[config.mk]
export PLATFORM = sky130hd
export DESIGN_NAME = fetch_queue
export DESIGN_NICKNAME = d
export VERILOG_FILES = /design/src/rtl/core_pkg.sv /design/src/rtl/fetch_queue_storage.sv /design/src/rtl/fetch_queue.sv
export SDC_FILE = /design/constraint.sdc
export NUM_CORES = 1
export LEC_CHECK = 0
export ABC_AREA = 1
export CORE_ASPECT_RATIO = 0.8
export CORE_MARGIN = 10
export CORE_UTILIZATION = 46
export CTS_CLUSTER_SIZE = 24
export DETAILED_ROUTE_END_ITERATION = 8
export PLACE_DENSITY = 0.74
export SYNTH_ARGS = -nofsm -noshare
export SYNTH_HDL_FRONTEND = slang
export SYNTH_SLANG_ARGS = --single-unit
[constraint.sdc]
create_clock -name clock -period 5.4 [get_ports clock]
set_input_delay 1.35 -clock clock [delete_from_list [all_inputs] [get_ports clock]]
set_output_delay 1.35 -clock clock [all_outputs]
set_load 0.05 [all_outputs]
[src/rtl/core_pkg.sv]
// Shared fetch/decode types and constants.
package core_pkg;

  localparam int unsigned DEFAULT_ADDRESS_BITS = 16;
  localparam int unsigned DEFAULT_DATA_WIDTH   = 32;

  // addi x0,x0,0 -- presented to decode whenever the queue is empty
  localparam logic [31:0] NOP_INSTRUCTION = 32'h00000013;

  typedef struct packed {
    logic [DEFAULT_ADDRESS_BITS-1:0] pc;
    logic [DEFAULT_DATA_WIDTH-1:0]   instruction;
  } fetch_entry_t;

endpackage

[src/rtl/fetch_queue_storage.sv]
// Entry array for the fetch queue: one write port, one asynchronous read port.
module fetch_queue_storage
  import core_pkg::*;
#(
  parameter  int unsigned DEPTH = 4,
  localparam int unsigned PTR_W = $clog2(DEPTH)
) (
  input  logic               clock,
  input  logic               wr_en_i,
  input  logic [PTR_W-1:0]   wr_addr_i,
  input  fetch_entry_t       wr_data_i,
  input  logic [PTR_W-1:0]   rd_addr_i,
  output fetch_entry_t       rd_data_o
);

  fetch_entry_t mem_q [DEPTH];

  // Write port; contents are never cleared, only overwritten.
  always_ff @(posedge clock) begin
    if (wr_en_i) begin
      mem_q[wr_addr_i] <= wr_data_i;
    end
  end

  assign rd_data_o = mem_q[rd_addr_i];

endmodule

[src/rtl/fetch_queue.sv]
// First-word-fall-through PC/instruction queue between fetch and decode,
// with single-cycle flush on redirect and NOP presented when empty.
module fetch_queue
  import core_pkg::*;
#(
  parameter  int unsigned ADDRESS_BITS = DEFAULT_ADDRESS_BITS,
  parameter  int unsigned DATA_WIDTH   = DEFAULT_DATA_WIDTH,
  parameter  int unsigned DEPTH        = 4,
  localparam int unsigned CNT_W        = $clog2(DEPTH) + 1
) (
  input  logic                    clock,
  input  logic                    reset,
  input  logic                    flush,
  input  logic                    in_valid,
  output logic                    in_ready,
  input  logic [ADDRESS_BITS-1:0] in_PC,
  input  logic [DATA_WIDTH-1:0]   in_instruction,
  output logic                    out_valid,
  input  logic                    out_ready,
  output logic [ADDRESS_BITS-1:0] out_PC,
  output logic [DATA_WIDTH-1:0]   out_instruction,
  output logic [CNT_W-1:0]        count
);

  localparam int unsigned PTR_W = $clog2(DEPTH);

  // Entry layout is shared with fetch through core_pkg, so widths must match it.
  if (ADDRESS_BITS != DEFAULT_ADDRESS_BITS || DATA_WIDTH != DEFAULT_DATA_WIDTH) begin : g_width_check
    $error("fetch_queue: ADDRESS_BITS/DATA_WIDTH must match core_pkg entry layout");
  end
  if (DEPTH < 2 || (DEPTH & (DEPTH - 1)) != 0) begin : g_depth_check
    $error("fetch_queue: DEPTH must be a power of two and at least 2");
  end

  logic [PTR_W-1:0] rd_ptr_q, rd_ptr_d;
  logic [PTR_W-1:0] wr_ptr_q, wr_ptr_d;
  logic [CNT_W-1:0] count_q,  count_d;

  logic         push;
  logic         pop;
  logic         wr_en;
  fetch_entry_t wr_entry;
  fetch_entry_t head_entry;

  // Handshakes depend only on registered occupancy.
  assign in_ready  = (count_q != CNT_W'(DEPTH));
  assign out_valid = (count_q != '0);
  assign count     = count_q;

  assign push = in_valid & in_ready;
  assign pop  = out_valid & out_ready;

  // A push in a flush or reset cycle is discarded, so it never touches storage.
  assign wr_en    = push & ~flush & ~reset;
  assign wr_entry = '{pc: in_PC, instruction: in_instruction};

  fetch_queue_storage #(
    .DEPTH (DEPTH)
  ) u_storage (
    .clock     (clock),
    .wr_en_i   (wr_en),
    .wr_addr_i (wr_ptr_q),
    .wr_data_i (wr_entry),
    .rd_addr_i (rd_ptr_q),
    .rd_data_o (head_entry)
  );

  // Next pointer/occupancy; flush empties the queue and drops this cycle's traffic.
  always_comb begin
    rd_ptr_d = rd_ptr_q;
    wr_ptr_d = wr_ptr_q;
    count_d  = count_q;
    if (flush) begin
      rd_ptr_d = '0;
      wr_ptr_d = '0;
      count_d  = '0;
    end else begin
      if (push) begin
        wr_ptr_d = wr_ptr_q + PTR_W'(1);
      end
      if (pop) begin
        rd_ptr_d = rd_ptr_q + PTR_W'(1);
      end
      case ({push, pop})
        2'b10:   count_d = count_q + CNT_W'(1);
        2'b01:   count_d = count_q - CNT_W'(1);
        default: count_d = count_q;
      endcase
    end
  end

  // Pointer/occupancy registers with synchronous reset taking priority.
  always_ff @(posedge clock) begin
    if (reset) begin
      rd_ptr_q <= '0;
      wr_ptr_q <= '0;
      count_q  <= '0;
    end else begin
      rd_ptr_q <= rd_ptr_d;
      wr_ptr_q <= wr_ptr_d;
      count_q  <= count_d;
    end
  end

  // Head fall-through, masked to a NOP at PC 0 when empty.
  always_comb begin
    out_PC          = '0;
    out_instruction = DATA_WIDTH'(NOP_INSTRUCTION);
    if (out_valid) begin
      out_PC          = head_entry.pc;
      out_instruction = head_entry.instruction;
    end
  end

endmodule

==> implementation parameters <==
Parameter                              Value

Setup path
  Launch instance of the worst register-to-register path ... count[1]$_SDFFE_PP0P_
  Cells traversed along the worst timing path ... buf_4 > nor2_1 > nor2_1 > o21ai_0 > a21oi_1 > clkdlybuf4s50_1
  Path type of the worst setup path ... reg -> out
  Worst Path Arrival ... 3.19 ns
  Master of the slowest instance on the critical path ... sky130_fd_sc_hd__clkdlybuf4s50_1
  Crit path buffers/inverters ... 2
  Depth of the critical timing path with buffers and inverters included ... 6
  Worst Reg-to-Reg Cells ... 5
  Kind of end point of the critical path ... output port
  Worst EP required ... 4.05 ns
  Highest fanout seen on the critical path ... 70
  Longest individual stage delay on the worst path ... 0.88 ns
  Critical Path Start Type ... flip-flop
  Cell with the most instances on the worst path ... sky130_fd_sc_hd__nor2_1
  Family with the most delay on the worst path ... buffers and inverters

CTS
  Number of buffers inserted during clock tree synthesis ... 20
  Clock Latency Late Sink ... 0.48 ns
  CTS tree ... yes
  Clock Root Buffer ... sky130_fd_sc_hd__clkbuf_16
  Clock slew seen by the registers of the worst setup and hold paths ... 0.06 ns
  Number of clock sinks seen by CTS ... 201
  Number of buffers inserted by hold repair at cts ... 0
  Post-CTS resize count ... 0
  Number of buffers on the longest clock path ... 3
  Number of levels in the clock H-tree ... 1
  Post-CTS Setup Inserts ... 0

Logic synthesis
  Register bit count reported by yosys ... 201
  Count of yosys warnings during synthesis ... 0
  Post-synthesis cell type count ... 22
  Gate Count Post-Synth ... 639
  Average size of a mapped cell ... 12.4 sq um
  Most common flop cell mapped by yosys ... sky130_fd_sc_hd__edfxtp_1
  Share of flip-flops with an asynchronous set or reset ... 0%
  Area contributors post-synth ... sky130_fd_sc_hd__edfxtp_1 73%, sky130_fd_sc_hd__nor2_1 9.2%, sky130_fd_sc_hd__o21ai_0 3.6%
  Area share of the leading cell type in the synthesized netlist ... 72.7%
  Part of the Yosys area used for sequential elements ... 75.0%
  EDFF count, synth ... 192
  Biggest area consumer among synthesized cells ... sky130_fd_sc_hd__edfxtp_1
  Count leader, synth ... sky130_fd_sc_hd__nor2_1
  Netlist area before placement ... 0.00793 sq mm
  Total nets after synthesis ... 698
  List of most frequent post-synthesis cells ... 195 x sky130_fd_sc_hd__nor2_1, 192 x sky130_fd_sc_hd__edfxtp_1, 57 x sky130_fd_sc_hd__o21ai_0, 54 x sky130_fd_sc_hd__a21oi_1, 38 x sky130_fd_sc_hd__o21ai_1

Timing
  Worst-margin pin slew ... 0.990 ns
  Fmax achieved ... 0.220 GHz
  Fin Hold WS ... 0.499 ns
  Headroom to the max-slew limit ... 33.9%
  Min setup slack post-route ... 0.864 ns
  Final setup violation count ... 0
  Total Neg Setup Slack ... 0 ns
  Final hold violation count ... 0
  Minimum period implied by the final worst setup slack ... 4.54 ns
  Number of pins with negative max-slew slack in the final report ... 0
  Skew final ... 0.00763 ns
  Period utilization ... 84.0%
  RSZ-0062 raised after global routing ... false

GRT
  Global-route wire length before repair ... 27,600 microns
  Via count of the first global-routing pass ... 5,224
  Initial antenna violation count ... 0
  Global Route Usage Sum ... 14.8%
  Pin count of the biggest net entering global routing ... 97
  Total congestion overflow after global routing ... 0

Detailed routing
  Routed WL per cell ... 18.1 microns
  Remaining DRCs ... 0
  ANT nets after route ... 0
  Vias per cell ... 5.26
  Final WL ... 17,600 microns
  Drt first-iter violations ... 487
  Overall via count from detail_route ... 5,109
  DR pass1 iterations ... 5

Job
  Max-cap violations ... 0

Final layout
  Utilization of the core after routing ... 58.6%
  Share of layout cells above drive strength 1 ... 5.72%
  Post-route cell area ... 0.00979 sq mm
  Growth of design area from synthesis to finish ... 23.5%
  Register area ... 0.00595 sq mm
  Number of inserted diodes ... 0
  Fill cell count ... 1,309
  Total area of multi-input combinational cells ... 0.00173 sq mm
  Post-route non-filler standard cell count ... 972
  Net count, final ... 797

Place
  Post-placement cell area ... 0.00917 sq mm
  # port buffers ... 105
  Placed cell count ... 936
  Half-perimeter wire length of the detailed placement result ... 10,500 microns
  Final weighted congestion in routability-driven placement ... 0.762
  Pre-CTS WS ... 1.39 ns

Die
  Die outline area ... 0.0229 sq mm
  Height of the chip ... 137 microns
  Die extent in x ... 167 microns
  Core Area ... 0.0167 sq mm
  Initial standard-cell utilization of the core ... 47.4%
  Std cell rows ... 42
  Count of pins on the block boundary ... 106

Status
  Run status ... complete, no violations

Power
  P_leak ... 3.29 nW
  Maximum resistive drop on vdd ... 0.000332 V
  Power density over the cells ... 344 mW/mm^2
  Post-layout power ... 3.37 mW

Min path
  Worst min-delay path startpoint ... rd_ptr_q[1]$_SDFFE_PP0P_
  Instance count along the most critical hold path ... 2
  Class of the tightest hold or removal check ... reg -> reg
-- final timing paths --
path	endpoint	slack, ns
setup / recovery	out_instruction[11]	0.86
hold reg to reg	flip-flop	0.50
hold / removal	flip-flop	0.50
setup reg to reg	u_storage.mem_q[3][38]$_DFFE_PP_	2.86
-- placed cells by master (no fill, tap or decap) --
cell | synthesis | routed
sky130_fd_sc_hd__a21boi_0 | 1 | 1
sky130_fd_sc_hd__a21oi_1 | 54 | 54
sky130_fd_sc_hd__buf_12 | 0 | 3
sky130_fd_sc_hd__buf_4 | 4 | 4
sky130_fd_sc_hd__bufinv_16 | 0 | 1
sky130_fd_sc_hd__clkbuf_1 | 8 | 3
sky130_fd_sc_hd__clkbuf_16 | 0 | 21
sky130_fd_sc_hd__clkdlybuf4s50_1 | 0 | 105
sky130_fd_sc_hd__clkinv_1 | 0 | 7
sky130_fd_sc_hd__clkinv_2 | 0 | 2
sky130_fd_sc_hd__clkinvlp_4 | 0 | 2
sky130_fd_sc_hd__dfxtp_1 | 9 | 7
sky130_fd_sc_hd__dfxtp_2 | 0 | 1
sky130_fd_sc_hd__dfxtp_4 | 0 | 1
sky130_fd_sc_hd__edfxtp_1 | 192 | 192
sky130_fd_sc_hd__fa_1 | 1 | 1
sky130_fd_sc_hd__ha_1 | 5 | 5
sky130_fd_sc_hd__inv_1 | 17 | 17
sky130_fd_sc_hd__inv_2 | 2 | 2
sky130_fd_sc_hd__inv_4 | 1 | 1
sky130_fd_sc_hd__nand2_1 | 26 | 26
sky130_fd_sc_hd__nand2_2 | 1 | 1
sky130_fd_sc_hd__nand3_1 | 4 | 4
sky130_fd_sc_hd__nand3b_1 | 1 | 1
sky130_fd_sc_hd__nor2_1 | 195 | 191
sky130_fd_sc_hd__nor2_4 | 0 | 4
sky130_fd_sc_hd__o21ai_0 | 57 | 57
sky130_fd_sc_hd__o21ai_1 | 38 | 38
-- final cells by class --
class | count | share of cell area (%)
clock buffer | 24 | 5.48
clock inverter | 12 | 0.831
inverter | 20 | 0.792
multi-input combinational | 383 | 17.7
sequential | 201 | 60.8
tap | 220 | 2.81
timing repair buffer | 112 | 11.7
-- cells by family after synthesis --
group	after synthesis	synth area share, %
AOI/OAI and AO/OA	150	9.50
and+or+nand+nor	227	10.9
adders and majority gates	6	1.04
buffers and inverters	55	3.57
DFF	201	75.0
-- worst reg2reg max path, cell delays in order, from the launching register on --
cell                       delay [ns]
sky130_fd_sc_hd__dfxtp_1         0.37
sky130_fd_sc_hd__nor2_1          0.10
sky130_fd_sc_hd__a21boi_0        0.39
sky130_fd_sc_hd__nand2_1         0.35
sky130_fd_sc_hd__nor2_4          0.73
sky130_fd_sc_hd__buf_12          0.30
-- routing by layer --
| metal | up-vias | GRT usage [%] | wire, microns |
|---|---|---|---|
| met5 | - | 0 | 0 |
| met4 | 0 | 3.51 | 299 |
| met3 | 23 | 3.76 | 1370 |
| met2 | 175 | 25.3 | 8460 |
| met1 | 2468 | 18.8 | 7490 |
| li1 | 2443 | - | - |
-- flip-flops by register name, indices dropped and copies added, names as in the netlist, named ones only --
| signal | flops |
|---|---|
| count | 3 |
| rd_ptr_q | 2 |
| u_storage.mem_q | 192 |
| wr_ptr_q | 2 |
-- where the power goes --
part           internal, mW  leakage (nW)  total, mW  switching, mW
logic                 0.111          1.18      0.339          0.229
clock network         0.754         0.296       1.30          0.542
registers              1.73          1.81       1.73        0.00803
(Power assumes the default switching activity.)
==> patch 1, RTL diff (config.mk and constraints unchanged) <==
Reset style: asynchronous (`reset`), changed in one clocked block. Comments in the files are not updated.
--- a/src/rtl/fetch_queue.sv
+++ b/src/rtl/fetch_queue.sv
@@ -90,7 +90,7 @@
   end
 
   // Pointer/occupancy registers with synchronous reset taking priority.
-  always_ff @(posedge clock) begin
+  always_ff @(posedge clock or posedge reset) begin
     if (reset) begin
       rd_ptr_q <= '0;
       wr_ptr_q <= '0;
Check against the original RTL: differs if reset is asserted again (counterexample within 4 cycles, from zero or initial values and one cycle with reset high); with reset held inactive, the same outputs for 4 cycles.
==> patch 1 against the unedited design <==
Die area barely moved; sequential cell count fell by 2; critical endpoint is now out_PC[0]; setup slack got worse by 0.59 ns; area after synthesis barely moved; clock skew rose by 0.0015 ns; first-iteration DRC count fell by 24%; routed wire length rose by 0.42%; final area fell by 0.34%; register-to-register slack got worse by 0.12 ns; sequential share of layout area rose by 0.16 points.
Power is not compared: it rests on default switching activity, and its combinational part moved more than twofold at a synthesized area within 25%.
==> patch 1: results (changes against the unedited design) <==
clk_lat worst skew=0.43 ns (-0.05 ns); max incr delay on CP=1.07 ns (+0.19 ns); CTS max path bufs=2 (-1); Fillers=1289 (-1.5%); total CTS buffers=17 (-15%); Inserted Diodes=0 (unchanged); # port buffers=105 (unchanged); register area share after synthesis=74.97% (about the same); Max Freq=195.2 MHz (-11%); r2r endpoint=u_storage.mem_q[2][31]; r2r worst-path depth=7 (+2); reg-to-reg slack, setup=2.74 ns (-0.12 ns); Async S/R FF share, synth=3.518% (+3.5 points); sw frac=a little over two fifths; via/cell ratio=5.331 (+1.4%); Clock Root Buffer=clkbuf_16; hold wc startpoint=count[2]; WP data arrival=3.77 ns (+0.58 ns); pre-CTS setup slack=0.7162 ns (-0.6779 ns); Hold WC Path Type=reg -> reg; YS warnings=0 (unchanged); Synth area leaders=edfxtp_1 73%, nor2_1 9.3%, o21ai_0 3.9%; Post-CTS Resized=0 (unchanged); Synth top cells by count=197 x nor2_1, 192 x edfxtp_1, 62 x o21ai_0, 47 x a21oi_1, 34 x o21ai_1; Crit Reg-Reg Startpoint=count[0]; largest net degree at the start of global routing=98 (+1.0%); clk slew on worst S/H paths=~0.070 ns; initial antenna violation count=0 (unchanged); first-pass GRT wire length=27.08 mm (-2.0%); end of the worst hold path=count[2]; WL/cell=18.54 µm (+2.3%); Synth cell types=28 (+27%); H-Tree Level Count=4 (+3); CP Max Fanout=50 (-29%); hold path depth=2 (unchanged); Post-synth EDFFs=192 (unchanged); Leakage=approximately 3.3 nW; DR iter-0 viols=369 (-24%); All-Layer GR Usage=15.18% (+0.35 points); vias in the first global route=4990 (-4.5%); max_slew headroom=27.29% (-6.6 points); Final GP Congestion=0.7523 (-1.3%); post-CTS setup buffer count=0 (unchanged); outcome=finished, final reports clean; ratio of cells with drive above 1 in the final layout=7.629% (+1.9 points); slowest stage cell, crit path=dfrtp_2; Layout Skew=0.009084 ns (+0.001457 ns); ys flop type=edfxtp_1; Top reg by flops=u_storage.mem_q; post-synth net total=684 (-2.0%); dpl hpwl=10.19 mm (-3.1%); fin nets=779 (-2.3%); DRT Pass-1 Iters=4 (-1); number of flip-flops in the largest register=192 (unchanged); worst vdd ir=427.7 µV
## patch 1: cells by family after synthesis
group | synth area share [%]
fa+ha+maj | 0.8843
compound gates | 9.474
simple gates | 11.16
xor+xnor | 0.1106
flops | 74.97
buf+inv | 3.395
## patch 1: critical path, delay by kind of cell (launching register included)
kind                   cells  cell delay, ns
buffers and inverters      2            1.61
DFF                        1            1.07
AOI/OAI and AO/OA          2            0.31
and+or+nand+nor            1            0.30
## patch 1: layout make-up
cell class	instances	area, µm²	area share [%]
tap	220	275.3	2.821
multi-input combinational	377	1744	17.87
clock inverter	15	175.2	1.795
clock buffer	17	425.4	4.360
sequential	199	5946	60.93
inverter	15	58.81	0.6026
timing repair buffer	111	1134	11.62
## patch 1: worst max path at each step
stage,start,endpoint,cells past startpoint
floorplan,in_valid,u_storage.mem_q[0][0],4
global placement,rd_ptr_q[1],out_instruction[26],5
detailed placement,rd_ptr_q[1],out_PC[0],5
CTS,rd_ptr_q[1],out_instruction[26],5
global route,rd_ptr_q[1],out_instruction[28],5
finish,rd_ptr_q[1],out_PC[0],5
## patch 1: through the flow
step	utilization, %	area (µm²)	power [mW]	hold slack (ns)	cells
global placement	54.80	9158	4.093	0.5905	922
CTS	58.39	9758	5.391	0.6424	954
floorplan	-	7924	3.386	0.5794	626
finish	58.39	9758	5.347	0.6438	954
detailed placement	54.80	9158	4.117	0.6300	922
global route	58.39	9758	5.577	0.6711	954
## patch 1: power groups by stage
stage	clock network [mW]	registers, mW	logic [mW]
after floorplan	0	1.84	1.54
after global placement	0	1.86	2.23
after detailed placement	0	1.87	2.25
after CTS	1.29	1.83	2.27
after global routing	1.36	1.84	2.38
final	1.28	1.83	2.24
## patch 1: layer usage
metal	GRT usage, %	share of wire (%)
met4	4.333	0.98
met2	25.61	48
met5	0	0
met1	18.41	43
met3	5.011	8.1
==> patch 2, RTL diff (config.mk and constraints unchanged) <==
Made on the original files. Change the package constant `DEFAULT_DATA_WIDTH` from 32 to 24.
--- a/src/rtl/core_pkg.sv
+++ b/src/rtl/core_pkg.sv
@@ -2,7 +2,7 @@
 package core_pkg;
 
   localparam int unsigned DEFAULT_ADDRESS_BITS = 16;
-  localparam int unsigned DEFAULT_DATA_WIDTH   = 32;
+  localparam int unsigned DEFAULT_DATA_WIDTH   = 24;
 
   // addi x0,x0,0 -- presented to decode whenever the queue is empty
   localparam logic [31:0] NOP_INSTRUCTION = 32'h00000013;
Interface: changed (resized in_instruction and out_instruction); port bits go from 106 to 90. No check against the original RTL was run, so the function may have changed too.
==> patch 2 against the unedited design <==
Routed wire length is 16% lower; sequential cell count decreased by 32; final area decreased by 15%; synthesized cell count down 15%; clock skew is 0.0029 ns higher; sequential share of layout area decreased by 0.54 points; setup slack is essentially flat; sequential power down 16%; count of clock-buffer cells in the layout decreased by 4; total power is 15% lower; via count decreased by 16%; area after synthesis down 15%; global-route usage grew 0.36 points; critical path type unchanged; largest cell class unchanged.
==> patch 2: results (changes against the unedited design) <==
reg-to-reg slack, setup=2.96 ns (+0.10 ns); slowest stage cell, crit path=dfxtp_2; worst setup path end=out_instruction[22]; ratio of cells with drive above 1 in the final layout=6.376% (+0.66 points); Post-CTS Resized=0 (unchanged); Final Non-Filler Cells=828 (-15%); Layout Skew=0.01053 ns (+0.002899 ns); outcome=finished, final reports clean; largest net degree at the start of global routing=81 (-16%); Async S/R FF share, synth=0% (unchanged); CP Max Fanout=42 (-40%); post-synth net total=596 (-15%); Synth top cells by count=162 x nor2_1, 160 x edfxtp_1, 56 x o21ai_1, 46 x a21oi_1, 26 x nand2_1; Post-Synth XOR/XNOR Area=0% (unchanged); post-synthesis mux area share=0% (unchanged); Min Hold Slack=0.4981 ns (-0.0004540 ns); DP Area=7734 µm² (-16%); syn_area_per_cell=12.35 µm² (-0.42%); All-Layer GR Usage=15.19% (+0.36 points); Int Pwr=2.215 mW (-15%); Leakage=2.795 nW (-15%); dpl cells=795 (-15%); clk_lat worst skew=0.42 ns (-0.06 ns); crit path time final=4.536 ns (+0.0001080 ns); Final GP Congestion=0.7159 (-6.1%); # port buffers=89 (-15%); initial antenna violation count=1 (+1); register area share after synthesis=74.04% (-0.96 points); H-Tree Level Count=4 (+3); first-pass GRT wire length=23.66 mm (-14%); max_slew headroom=42.18% (+8.3 points); Fillers=1130 (-14%); vias in the first global route=4578 (-12%); Synth area leaders=edfxtp_1 71%, nor2_1 9.0%, o21ai_1 4.2%; worst vdd ir=233.7 µV (-30%); Post-synth EDFFs=160 (-17%); pre-CTS setup slack=1.329 ns (-0.06534 ns); design area=8280 µm² (-15%); fin nets=681 (-15%); r2r endpoint=u_storage.mem_q[2][17]; Compound-Gate Fraction of Synth Area=9.459% (-0.042 points); total CTS buffers=17 (-15%); Hold WC Path Type=reg -> reg; Adder-Cell Fraction of Synth Area=1.227% (+0.18 points); CTS max path bufs=2 (-1); dpl hpwl=8.730 mm (-17%); Vias=4287 (-16%); DRT Pass-1 Iters=6 (+1); number of flip-flops in the largest register=160 (-17%); max incr delay on CP=0.85 ns (-0.03 ns); WL/cell=17.79 µm (-1.8%)
## patch 2: changes by cell type in the layout (fill, tap and decap cells not counted), moves of 8 or more
cell,change
clkdlybuf4s50_1,-16
a21oi_1,-8
nor2_1,-33
o21ai_1,+18
edfxtp_1,-32
o21ai_0,-34
## patch 2: worst reg2reg max path, stage by stage (launching register included)
cell and delay [ns]:
dfxtp_1 0.42, nor2_4 0.08, a21boi_2 0.20, nand2_1 0.26
nor2_4 0.75, buf_4 0.40
## patch 2: per-layer routing
metal | routed length [µm] | track usage (%) | vias to the layer above
li1 | - | - | 2076
met1 | 6249 | 18.07 | 2040
met2 | 7122 | 25.39 | 149
met3 | 1166 | 5.198 | 22
met4 | 189 | 5.055 | 0
met5 | 0 | 0 | -
## patch 2: power groups by stage
stage               Combinational, mW  Clock (mW)  Sequential (mW)
finish                          0.288        1.13             1.46
floorplan                       0.169           0             1.49
CTS                             0.292        1.15             1.46
global route                    0.310        1.21             1.46
global placement                0.285           0             1.49
detailed placement              0.290           0             1.49
## patch 2: kinds of logic after synthesis
family,after synthesis
adder cells (fa/ha/maj),6
flip-flops,169
buffers and inverters,49
AND/OR/NAND/NOR,195
AO/OA/AOI/OAI,126
## patch 2: final cells by class
class,instances,area (µm²),area share (%)
flip-flops and latches,169,4987,60.23
multi-input cells,327,1500,18.12
repair buffers,95,935.9,11.30
clock buffers,20,436.7,5.273
well taps,184,230.2,2.780
clock inverters,12,107.6,1.299
inverters,20,80.08,0.9671
diodes,1,2.502,0.03022
